[src/rtl/mic_frame_packetizer_if.sv]
// mic_frame_packetizer_if
//   Bundles the two streams around the packetizer.
//   mic_input_*    : per-channel samples from the mic front-end (valid only,
//                    no backpressure).
//   frame_output_* : packet stream toward the link path (ready/valid,
//                    readyLatency 0, SOP on header, EOP on last sample).
//   master : the packetizer side (consumes samples, drives packets).
//   slave  : the environment side (drives samples, consumes packets).
interface mic_frame_packetizer_if #(
    parameter int DATA_WIDTH    = 32,
    parameter int CHANNEL_WIDTH = 4
);
    logic [DATA_WIDTH-1:0]    mic_input_data;
    logic [CHANNEL_WIDTH-1:0] mic_input_channel;
    logic [1:0]               mic_input_error;
    logic                     mic_input_valid;

    logic [DATA_WIDTH-1:0]    frame_output_data;
    logic                     frame_output_valid;
    logic                     frame_output_ready;
    logic                     frame_output_startofpacket;
    logic                     frame_output_endofpacket;

    modport master (
        input  mic_input_data, mic_input_channel, mic_input_error, mic_input_valid,
        input  frame_output_ready,
        output frame_output_data, frame_output_valid,
        output frame_output_startofpacket, frame_output_endofpacket
    );

    modport slave (
        output mic_input_data, mic_input_channel, mic_input_error, mic_input_valid,
        output frame_output_ready,
        input  frame_output_data, frame_output_valid,
        input  frame_output_startofpacket, frame_output_endofpacket
    );
endinterface

[src/rtl/mic_frame_packetizer.sv]
// mic_frame_packetizer
//   Collects one frame of NUM_CHANNELS in-order samples into a ping-pong
//   buffer and emits it as a packet: a header word followed by the samples.
//   Ports:
//     clk, reset_n     : clock, asynchronous active-low reset
//     bus (master)     : mic sample input and packet output streams
//     clear_stats      : synchronous clear of counters and sticky flag
//     frame_count      : packets fully emitted, saturating
//     dropped_frames   : complete frames discarded for lack of a bank, saturating
//     seq_error_count  : channel-order violations, saturating
//     seq_error        : sticky order-violation flag
//   Header word: [31:16] HEADER_MAGIC, [15] bank error flag, [14:12] 0,
//   [11:0] sequence number.
module mic_frame_packetizer #(
    parameter int          NUM_CHANNELS  = 16,
    parameter int          DATA_WIDTH    = 32,
    parameter int          CHANNEL_WIDTH = 4,
    parameter logic [15:0] HEADER_MAGIC  = 16'hA5C3
) (
    input  logic                   clk,
    input  logic                   reset_n,
    mic_frame_packetizer_if.master bus,
    input  logic                   clear_stats,
    output logic [15:0]            frame_count,
    output logic [15:0]            dropped_frames,
    output logic [15:0]            seq_error_count,
    output logic                   seq_error
);
    localparam int IDX_W = $clog2(NUM_CHANNELS);

    typedef enum logic [1:0] {IDLE, HEADER, DATA} state_t;

    logic [1:0][NUM_CHANNELS-1:0][DATA_WIDTH-1:0] mem_q, mem_d;
    logic [1:0]               full_q, full_d;
    logic [1:0]               err_q, err_d;
    logic                     fill_bank_q, fill_bank_d;
    logic [CHANNEL_WIDTH-1:0] exp_q, exp_d;

    state_t                   state_q, state_d;
    logic                     rd_bank_q, rd_bank_d;
    logic [IDX_W-1:0]         rd_idx_q, rd_idx_d;
    logic [DATA_WIDTH-1:0]    out_data_q, out_data_d;
    logic                     out_valid_q, out_valid_d;
    logic                     out_sop_q, out_sop_d;
    logic                     out_eop_q, out_eop_d;
    logic [11:0]              seq_q, seq_d;

    logic [15:0]              frame_count_q, frame_count_d;
    logic [15:0]              dropped_q, dropped_d;
    logic [15:0]              seq_err_cnt_q, seq_err_cnt_d;
    logic                     seq_error_q, seq_error_d;

    logic                     other_bank;
    logic                     fire;
    logic                     rel_now;
    logic                     err_now;

    always_comb begin
        mem_d         = mem_q;
        full_d        = full_q;
        err_d         = err_q;
        fill_bank_d   = fill_bank_q;
        exp_d         = exp_q;
        state_d       = state_q;
        rd_bank_d     = rd_bank_q;
        rd_idx_d      = rd_idx_q;
        out_data_d    = out_data_q;
        out_valid_d   = out_valid_q;
        out_sop_d     = out_sop_q;
        out_eop_d     = out_eop_q;
        seq_d         = seq_q;
        frame_count_d = frame_count_q;
        dropped_d     = dropped_q;
        seq_err_cnt_d = seq_err_cnt_q;
        seq_error_d   = seq_error_q;
        rel_now       = 1'b0;
        err_now       = 1'b0;
        other_bank    = ~fill_bank_q;
        fire          = out_valid_q & bus.frame_output_ready;

        // Output side. The fill bank is never full, so a full bank is always
        // the one opposite the fill pointer.
        case (state_q)
            IDLE: begin
                if (full_q[other_bank]) begin
                    rd_bank_d   = other_bank;
                    out_data_d  = DATA_WIDTH'({HEADER_MAGIC, err_q[other_bank], 3'b000, seq_q});
                    out_valid_d = 1'b1;
                    out_sop_d   = 1'b1;
                    out_eop_d   = 1'b0;
                    state_d     = HEADER;
                end
            end
            HEADER: begin
                if (fire) begin
                    out_data_d = mem_q[rd_bank_q][0];
                    out_sop_d  = 1'b0;
                    out_eop_d  = 1'b0;
                    rd_idx_d   = IDX_W'(1);
                    state_d    = DATA;
                end
            end
            DATA: begin
                if (fire) begin
                    if (out_eop_q) begin
                        out_valid_d = 1'b0;
                        out_eop_d   = 1'b0;
                        rel_now     = 1'b1;
                        seq_d       = seq_q + 12'd1;
                        if (frame_count_q != 16'hFFFF) frame_count_d = frame_count_q + 16'd1;
                        state_d     = IDLE;
                    end else begin
                        out_data_d = mem_q[rd_bank_q][rd_idx_q];
                        out_eop_d  = (rd_idx_q == IDX_W'(NUM_CHANNELS - 1));
                        rd_idx_d   = rd_idx_q + 1'b1;
                    end
                end
            end
            default: state_d = IDLE;
        endcase

        if (rel_now) full_d[rd_bank_q] = 1'b0;

        // Fill side.
        if (bus.mic_input_valid) begin
            if (bus.mic_input_channel == exp_q) begin
                mem_d[fill_bank_q][exp_q[IDX_W-1:0]] = bus.mic_input_data;
                err_now = err_q[fill_bank_q] | (bus.mic_input_error != 2'b00);
                err_d[fill_bank_q] = err_now;
                if (exp_q == CHANNEL_WIDTH'(NUM_CHANNELS - 1)) begin
                    exp_d = '0;
                    // A bank released on this same edge already counts as free.
                    if (!full_q[other_bank] || (rel_now && rd_bank_q == other_bank)) begin
                        full_d[fill_bank_q] = 1'b1;
                        fill_bank_d         = other_bank;
                        err_d[other_bank]   = 1'b0;
                    end else begin
                        err_d[fill_bank_q] = 1'b0;
                        if (dropped_q != 16'hFFFF) dropped_d = dropped_q + 16'd1;
                    end
                end else begin
                    exp_d = exp_q + 1'b1;
                end
            end else begin
                // Out-of-order sample aborts the partial frame; a channel 0
                // restarts a new frame rather than being thrown away.
                seq_error_d = 1'b1;
                if (seq_err_cnt_q != 16'hFFFF) seq_err_cnt_d = seq_err_cnt_q + 16'd1;
                if (bus.mic_input_channel == '0) begin
                    mem_d[fill_bank_q][0] = bus.mic_input_data;
                    err_d[fill_bank_q]    = (bus.mic_input_error != 2'b00);
                    exp_d                 = CHANNEL_WIDTH'(1);
                end else begin
                    err_d[fill_bank_q] = 1'b0;
                    exp_d              = '0;
                end
            end
        end

        if (clear_stats) begin
            frame_count_d = '0;
            dropped_d     = '0;
            seq_err_cnt_d = '0;
            seq_error_d   = 1'b0;
        end
    end

    always_ff @(posedge clk or negedge reset_n) begin
        if (!reset_n) begin
            mem_q         <= '0;
            full_q        <= '0;
            err_q         <= '0;
            fill_bank_q   <= 1'b0;
            exp_q         <= '0;
            state_q       <= IDLE;
            rd_bank_q     <= 1'b0;
            rd_idx_q      <= '0;
            out_data_q    <= '0;
            out_valid_q   <= 1'b0;
            out_sop_q     <= 1'b0;
            out_eop_q     <= 1'b0;
            seq_q         <= '0;
            frame_count_q <= '0;
            dropped_q     <= '0;
            seq_err_cnt_q <= '0;
            seq_error_q   <= 1'b0;
        end else begin
            mem_q         <= mem_d;
            full_q        <= full_d;
            err_q         <= err_d;
            fill_bank_q   <= fill_bank_d;
            exp_q         <= exp_d;
            state_q       <= state_d;
            rd_bank_q     <= rd_bank_d;
            rd_idx_q      <= rd_idx_d;
            out_data_q    <= out_data_d;
            out_valid_q   <= out_valid_d;
            out_sop_q     <= out_sop_d;
            out_eop_q     <= out_eop_d;
            seq_q         <= seq_d;
            frame_count_q <= frame_count_d;
            dropped_q     <= dropped_d;
            seq_err_cnt_q <= seq_err_cnt_d;
            seq_error_q   <= seq_error_d;
        end
    end

    assign bus.frame_output_data          = out_data_q;
    assign bus.frame_output_valid         = out_valid_q;
    assign bus.frame_output_startofpacket = out_sop_q;
    assign bus.frame_output_endofpacket   = out_eop_q;
    assign frame_count                    = frame_count_q;
    assign dropped_frames                 = dropped_q;
    assign seq_error_count                = seq_err_cnt_q;
    assign seq_error                      = seq_error_q;
endmodule

[src/flat_wrapper.sv]
// flat-port wrapper written by rule: the top's interface ports become plain ports
module mic_frame_packetizer_flat 
#(
    parameter int          NUM_CHANNELS  = 16,
    parameter int          DATA_WIDTH    = 32,
    parameter int          CHANNEL_WIDTH = 4,
    parameter logic [15:0] HEADER_MAGIC  = 16'hA5C3
)
  (clk, reset_n, clear_stats, frame_count, dropped_frames, seq_error_count, seq_error, bus_mic_input_data, bus_mic_input_channel, bus_mic_input_error, bus_mic_input_valid, bus_frame_output_ready, bus_frame_output_data, bus_frame_output_valid, bus_frame_output_startofpacket, bus_frame_output_endofpacket);
  mic_frame_packetizer_if #(.DATA_WIDTH(DATA_WIDTH), .CHANNEL_WIDTH(CHANNEL_WIDTH)) bus_i ();
  input  logic clk;
  input  logic reset_n;
  input  logic clear_stats;
  output logic [15:0] frame_count;
  output logic [15:0] dropped_frames;
  output logic [15:0] seq_error_count;
  output logic seq_error;
  input wire logic [$bits(bus_i.mic_input_data)-1:0] bus_mic_input_data;
  input wire logic [$bits(bus_i.mic_input_channel)-1:0] bus_mic_input_channel;
  input wire logic [$bits(bus_i.mic_input_error)-1:0] bus_mic_input_error;
  input wire logic [$bits(bus_i.mic_input_valid)-1:0] bus_mic_input_valid;
  input wire logic [$bits(bus_i.frame_output_ready)-1:0] bus_frame_output_ready;
  output wire logic [$bits(bus_i.frame_output_data)-1:0] bus_frame_output_data;
  output wire logic [$bits(bus_i.frame_output_valid)-1:0] bus_frame_output_valid;
  output wire logic [$bits(bus_i.frame_output_startofpacket)-1:0] bus_frame_output_startofpacket;
  output wire logic [$bits(bus_i.frame_output_endofpacket)-1:0] bus_frame_output_endofpacket;
  assign bus_i.mic_input_data = bus_mic_input_data;
  assign bus_i.mic_input_channel = bus_mic_input_channel;
  assign bus_i.mic_input_error = bus_mic_input_error;
  assign bus_i.mic_input_valid = bus_mic_input_valid;
  assign bus_i.frame_output_ready = bus_frame_output_ready;
  assign bus_frame_output_data = bus_i.frame_output_data;
  assign bus_frame_output_valid = bus_i.frame_output_valid;
  assign bus_frame_output_startofpacket = bus_i.frame_output_startofpacket;
  assign bus_frame_output_endofpacket = bus_i.frame_output_endofpacket;
  mic_frame_packetizer #(.NUM_CHANNELS(NUM_CHANNELS), .DATA_WIDTH(DATA_WIDTH), .CHANNEL_WIDTH(CHANNEL_WIDTH), .HEADER_MAGIC(HEADER_MAGIC)) u_core (.clk(clk), .reset_n(reset_n), .bus(bus_i), .clear_stats(clear_stats), .frame_count(frame_count), .dropped_frames(dropped_frames), .seq_error_count(seq_error_count), .seq_error(seq_error));
endmodule
[config.mk]
export PLATFORM = sky130hd
export DESIGN_NAME = mic_frame_packetizer_flat
export DESIGN_NICKNAME = d
export VERILOG_FILES = /design/src/rtl/mic_frame_packetizer_if.sv /design/src/rtl/mic_frame_packetizer.sv /design/src/flat_wrapper.sv
export SDC_FILE = /design/constraint.sdc
export NUM_CORES = 2
export LEC_CHECK = 0
export CAP_MARGIN = 20
export CORE_UTILIZATION = 53
export DETAILED_ROUTE_END_ITERATION = 6
export HOLD_SLACK_MARGIN = 0.1
export PLACE_DENSITY = 0.74
export SETUP_SLACK_MARGIN = 0.5
export SYNTH_ARGS = -nofsm -noshare
export SYNTH_HDL_FRONTEND = slang
export SYNTH_SLANG_ARGS = --single-unit
[constraint.sdc]
create_clock -name clk -period 2.4 [get_ports clk]
set_input_delay 0.6 -clock clk [delete_from_list [all_inputs] [get_ports clk]]
set_output_delay 0.6 -clock clk [all_outputs]
set_load 0.01 [all_outputs]
# Word-level counts from Yosys, hierarchy flattened
# Index checks and enable logic that the tools add are counted.
# W data, S select, Z words.
dict set report op_classes {
  addsub 6
  n_eq_ne 16
  n_bitwise 11
  magnitude_cmp 9
  n_reduce_logical 38
  mux 85
}
# operator n
set op_table {}
lappend op_table {{$bwmux W1024} 2}
lappend op_table {{$mux W1024} 2}
lappend op_table {{$mux W512} 3}
lappend op_table {{$demux W512 S1} 2}
lappend op_table {{$mux W16} 15}
lappend op_table {{$mux W32} 7}
lappend op_table {{$bmux W32 S4} 1}
lappend op_table {{$demux W32 S4} 1}
lappend op_table {{$pmux W32 S3} 1}
lappend op_table {{$add A16 B1 Y16 const B} 3}
lappend op_table {{$ne A16 B16 Y1 const B} 3}
lappend op_table {{$reduce_bool A2 Y1} 14}
lappend op_table {{$mux W2} 13}
lappend op_table {{$reduce_and A4 Y1} 6}
lappend op_table {{$mux W1} 23}
lappend op_table {{$mux W4} 5}
lappend op_table {{$add A12 B1 Y12 const B} 1}
lappend op_table {{$lt A4 B5 Y1 const B} 2}
lappend op_table {{$reduce_and A5 Y1} 2}
lappend op_table {{$reduce_and A3 Y1} 3}
lappend op_table {{$add A4 B1 Y4 const B} 2}
lappend op_table {{$and A2 B2 Y2} 4}
lappend op_table {{$eq A4 B4 Y1 const B} 2}
lappend op_table {{$ne A2 B1 Y1 const B} 4}
lappend op_table {{other kinds (26)} 44}
dict set report totals {
  regBits 1136
  out_inout_bits 84
}

# Depth between registers and ports, before layout
dict set report depth {
  word_depth 12
  mapped_depth 12
  depth_no_buf 8
}

# Worst setup path after synthesis
# No wires, ideal clock.
dict set report synth_timing {
  kind {in2reg}
  from {in bus_mic_input_channel[1]}
  to {reg u_core.dropped_q[15], in the netlist u_core.dropped_frames[15]}
  n_path_buf 1
  path_stages 7
  path_slack_ns -0.219
  t_arrival_ns 2.494
  required_ns 2.275
  cell_sequence {xor2_1 > or4_1 > buf_2 > nor3_4 > nand3_1 > nor3_1 > mux2_2}
}
dict set report synth_via {
  elab_chain_cells 3
}
# element line
set synth_lines {}
lappend synth_lines {{start: declaration} flat_wrapper.sv:19} ;# input wire logic [$bits(bus_i.mic_input_channel)-1:0] bus_mic_input_channel;
lappend synth_lines {{$eq A4 B4 Y1} mic_frame_packetizer.sv:126} ;# if (bus.mic_input_channel == exp_q) begin
lappend synth_lines {{$reduce_bool A2 Y1 (no line)} --}
lappend synth_lines {{$reduce_and A5 Y1 (no line)} --}
lappend synth_lines {{end signal: assignment} mic_frame_packetizer.sv:202} ;# dropped_q <= dropped_d;
lappend synth_lines {{end: declaration} mic_frame_packetizer.sv:49} ;# logic [15:0] dropped_q, dropped_d;
# No other way between the ends.
# A chain may end at the register's enable or synchronous reset.

# Final worst setup path
dict set report layout_timing {
  from {reg u_core.exp_q[0]}
  to {reg u_core.mem_q[759] in the netlist's numbering}
}
dict set report layout_via {
  elab_chain_cells 8
  elab_cells_between_ends 12
}
# element line
set layout_lines {}
lappend layout_lines {{start: declaration} mic_frame_packetizer.sv:37} ;# logic [CHANNEL_WIDTH-1:0] exp_q, exp_d;
lappend layout_lines {{start signal: assignment} mic_frame_packetizer.sv:192} ;# exp_q <= exp_d;
lappend layout_lines {{$lt A4 B5 Y1 (implied by the code) / $ge A4 B1 Y1 (equally long branches)} mic_frame_packetizer.sv:127} ;# mem_d[fill_bank_q][exp_q[IDX_W-1:0]] = bus.mic_input_data;
lappend layout_lines {{$logic_and A1 B1 Y1 (implied by the code)} mic_frame_packetizer.sv:127}
lappend layout_lines {{$mux W32 (implied by the code)} mic_frame_packetizer.sv:127}
lappend layout_lines {{$demux W32 S4} --}
lappend layout_lines {{$mux W512 (implied by the code)} mic_frame_packetizer.sv:127}
lappend layout_lines {{$demux W512 S1} --}
lappend layout_lines {{$bwmux W1024} mic_frame_packetizer.sv:127}
lappend layout_lines {{$mux W1024} mic_frame_packetizer.sv:126}
lappend layout_lines {{end signal: assignment} mic_frame_packetizer.sv:188} ;# mem_q <= mem_d;
lappend layout_lines {{end: declaration} mic_frame_packetizer.sv:33} ;# logic [1:0][NUM_CHANNELS-1:0][DATA_WIDTH-1:0] mem_q, mem_d;
# Parallel ways exist; a longest one is shown, timed or not.

==> flow_metrics.tcl <==
set metrics [dict create \
    clk_latency_ps 710 \
    fill_cells 6372 \
    path_class "register to register" \
    cellLeakagePower_nw 30.89 \
    ys_types 61 \
    multi_input_area_um2 24190 \
    num_io_pins 127 \
    slew_headroom_pct 38.16 \
    layout_common_cells "dfrtp_1, mux2_2, buf_4, mux2_4, mux4_2" \
    yosysSeqAreaShare_pct 54.33 \
    synth_top_area_share_pct 54.33 \
    dominantRegCellSynth "dfrtp_1" \
    ir_worst_vdd_v 0.0005362 \
    hold_viol 0 \
    final_area_um2 66090 \
    slowest_delay_ps 420 \
    cts_root_buf "clkbuf_16" \
    gp_congestion 0.8120 \
    fin_nets 4142 \
    min_path_type "primary input to async pin" \
    fin_crit_sh_pct 103.6 \
    route.detailed.drc 0 \
    worst_path_most_repeated_cell "buf_6" \
    avgSynthCellArea_um2 14.22 \
    setup-tns-final_ps -2996 \
    ys_ff_latch 1136 \
    synth_fp_nets 3737 \
    grt_overflow 0 \
    rsz0062_at_grt "yes" \
    dpl.hpwl_um 86430 \
    finalSetupViolations 126 \
    area_growth_pct 26.31 \
    worst_slew_pin_slew_ps 927.6 \
    drt-total-wl_um 156800 \
    synth_area_um2 52320 \
    dieArea_um2 99980 \
    syn_inst 3680 \
    start_kind "register" \
    worstSetupEndpointType "register" \
    vias 34830 \
    wl_per_cell_um 28.76 \
    maxCapViolCount 0 \
    fmaxAchievable_mhz 402.1 \
    first_global_vias 35500 \
    holdWs_ps 355.2 \
    postRouteAntennaNets 0 \
    dieHeight_um 316.2 \
    antenna_cells 0 \
    fin_crit_ps 2487 \
    antenna_found_initial 1 \
    cts_tree "built" \
    layout_setup_ws_ps -86.65 \
    required_ps 2990 \
    initial_core_util_pct 53.79 \
    cts_buffers 116 \
    core_um2 97280 \
    worst-path-max-fanout 6 \
    violations "setup timing" \
    cts.clk_slew.worst_paths_ps 60 \
    powerDensity_nw_per_um2 606.4 \
    synth.area.top_cells "dfrtp_1, mux2_2, mux4_2, mux2i_1, clkbuf_1" \
    cp.arrival_ps 3080 \
    skew_ps 27.07 \
    postPlaceCellArea_um2 57760 \
    yosys.area.top_type "dfrtp_1" \
    first_pass_iters 5 \
    htree_levels 3 \
    synth_edf_count 0 \
    num_rows 114 \
    grt_max_degree 98 \
    yosysWarnings 0 \
    dr.first_iter.drc_count 2887 \
    fp.dieW_um 316.2 \
    numPortBuffers 126 \
    via_per_inst 6.385 \
    grt_util_all_layers_pct 30.06 \
    crit_slowest_cell "dfrtp_1" \
    final_common_cell "dfrtp_1" \
    layout-drive-gt1-share_pct 51.32 \
    slew_viol_final 0 \
    grt_pass1_wl_um 225800 \
    clock_path_buffers 3 \
    async_reset_ff_share_pct 100.0 \
    seqCellArea_um2 28470 \
    cp_cell_sequence "xor2_2 -> buf_4 -> or2_4 -> buf_6 -> nor3_4 -> buf_6 -> nand4_1 -> buf_6 -> buf_12 -> buf_16 -> mux2_2" \
    status "complete, but fails checks" \
    clkSinkCount 1136 \
]
[worst max-delay path: cells and delay by family (launching register included)]
| kind | cells | cell delay (ps) |
|---|---|---|
| buffers and inverters | 6 | 950 |
| and+or+nand+nor | 3 | 550 |
| DFF | 1 | 420 |
| muxes | 1 | 280 |
| xor gates and xnor gates | 1 | 170 |
[kinds of logic (layout without fill, tap and decap cells)]
group / Yosys count / after routing / synth area share, %
muxes: 1409 / 1409 / 33.91
buffers and inverters: 360 / 857 / 2.829
xor gates and xnor gates: 44 / 44 / 0.7365
and+or+nand+nor: 400 / 401 / 3.800
AOI/OAI and AO/OA: 317 / 317 / 4.060
DFF: 1136 / 1136 / 54.33
adders and majority gates: 14 / 14 / 0.3348
[per-layer routing]
| layer | part of all wire, % | track usage (%) |
|---|---|---|
| met5 | 0 | 0 |
| met4 | 4.2 | 10.28 |
| met3 | 7.5 | 4.794 |
| met2 | 48 | 49.00 |
| met1 | 40 | 41.26 |
[cell usage after synthesis, drive strengths merged, types with 6 or more instances]
| cell type | count |
|---|---|
| dfrtp | 1136 |
| mux2 | 1058 |
| clkbuf | 204 |
| mux4 | 185 |
| mux2i | 166 |
| buf | 132 |
| nand2 | 108 |
| nor2 | 89 |
| a21oi | 66 |
| nand3 | 56 |
| o21ai | 50 |
| o22ai | 49 |
| a22oi | 36 |
| nor3 | 28 |
| xor2 | 27 |
| inv | 24 |
| nor2b | 22 |
| o221ai | 21 |
| a211o | 18 |
| nand4 | 17 |
| xnor2 | 17 |
| nor4 | 15 |
| ha | 14 |
| a211oi | 13 |
| and3 | 13 |
| or3 | 13 |
| o211ai | 11 |
| nand2b | 10 |
| a221oi | 9 |
| o22a | 9 |
| o41ai | 9 |
| and2 | 7 |
| and4 | 7 |
| or4 | 6 |
[sequential cells by signal, indices dropped and copies added (netlist names), 2 cells and up]
name and cells:
u_core.mem_q 1024, u_core.err_q 2, u_core.exp_q 4, u_core.rd_idx_q 4, u_core.seq_q 12, u_core.state_q 2
u_core.dropped_frames 16, u_core.frame_count 16, u_core.full_q 2, u_core.seq_error_count 16, u_core.bus.frame_output_data 32
[repair_timing]
item,CTS,global route
hold buffers,1,0
endpoints found under the setup margin,1199,1201
pin swaps,50,46
buffers inserted,75,53
gates resized for setup,359,254
cloned,29,25
hold endpoints to repair,60,0
[path summary, 6_finish.rpt]
| kind | from | slack [ps] | cells past startpoint | endpoint |
|---|---|---|---|---|
| worst max-delay path | u_core.exp_q[0] | -90 | 11 | u_core.mem_q[759] |
| worst min-delay path | reset_n | 360 | 2 | u_core.frame_count[5] |
| worst max register to register | u_core.exp_q[0] | -90 | 11 | u_core.mem_q[759] |
| worst min register to register | u_core.mem_q[484] | 500 | 1 | u_core.mem_q[484] |
| max in group asynchronous | reset_n | 1110 | 4 | u_core.mem_q[333] |
| min in group clk | u_core.mem_q[484] | 500 | 1 | u_core.mem_q[484] |
[cell type report]
cell class | count | area share [%]
Sequential cell | 1136 | 43.07
Multi-Input combinational cell | 2185 | 36.60
Timing Repair Buffer | 622 | 12.08
Clock buffer | 169 | 5.147
Tap cell | 1276 | 2.416
Clock inverter | 42 | 0.5452
Inverter | 24 | 0.1401
[report_power, final]
group          total (mW)  internal (mW)  switching, mW
combinational        2.46           1.07           1.39
clock                18.0           10.2           7.78
sequential           19.6           19.4          0.179
[through the flow]
step                      worst slack (ps)  instances  power (mW)  util [%]
final                               -86.65       5454       40.08     67.94
after global routing                -100.2       5454       41.21     67.94
after CTS                           -14.61       5376       40.07     65.90
after detailed placement            -846.9       5060       22.12     59.38
after global placement              -844.4       5060       22.06     59.38
after floorplan                     -133.5       3680       20.95         -
(Power assumes the default switching activity.)
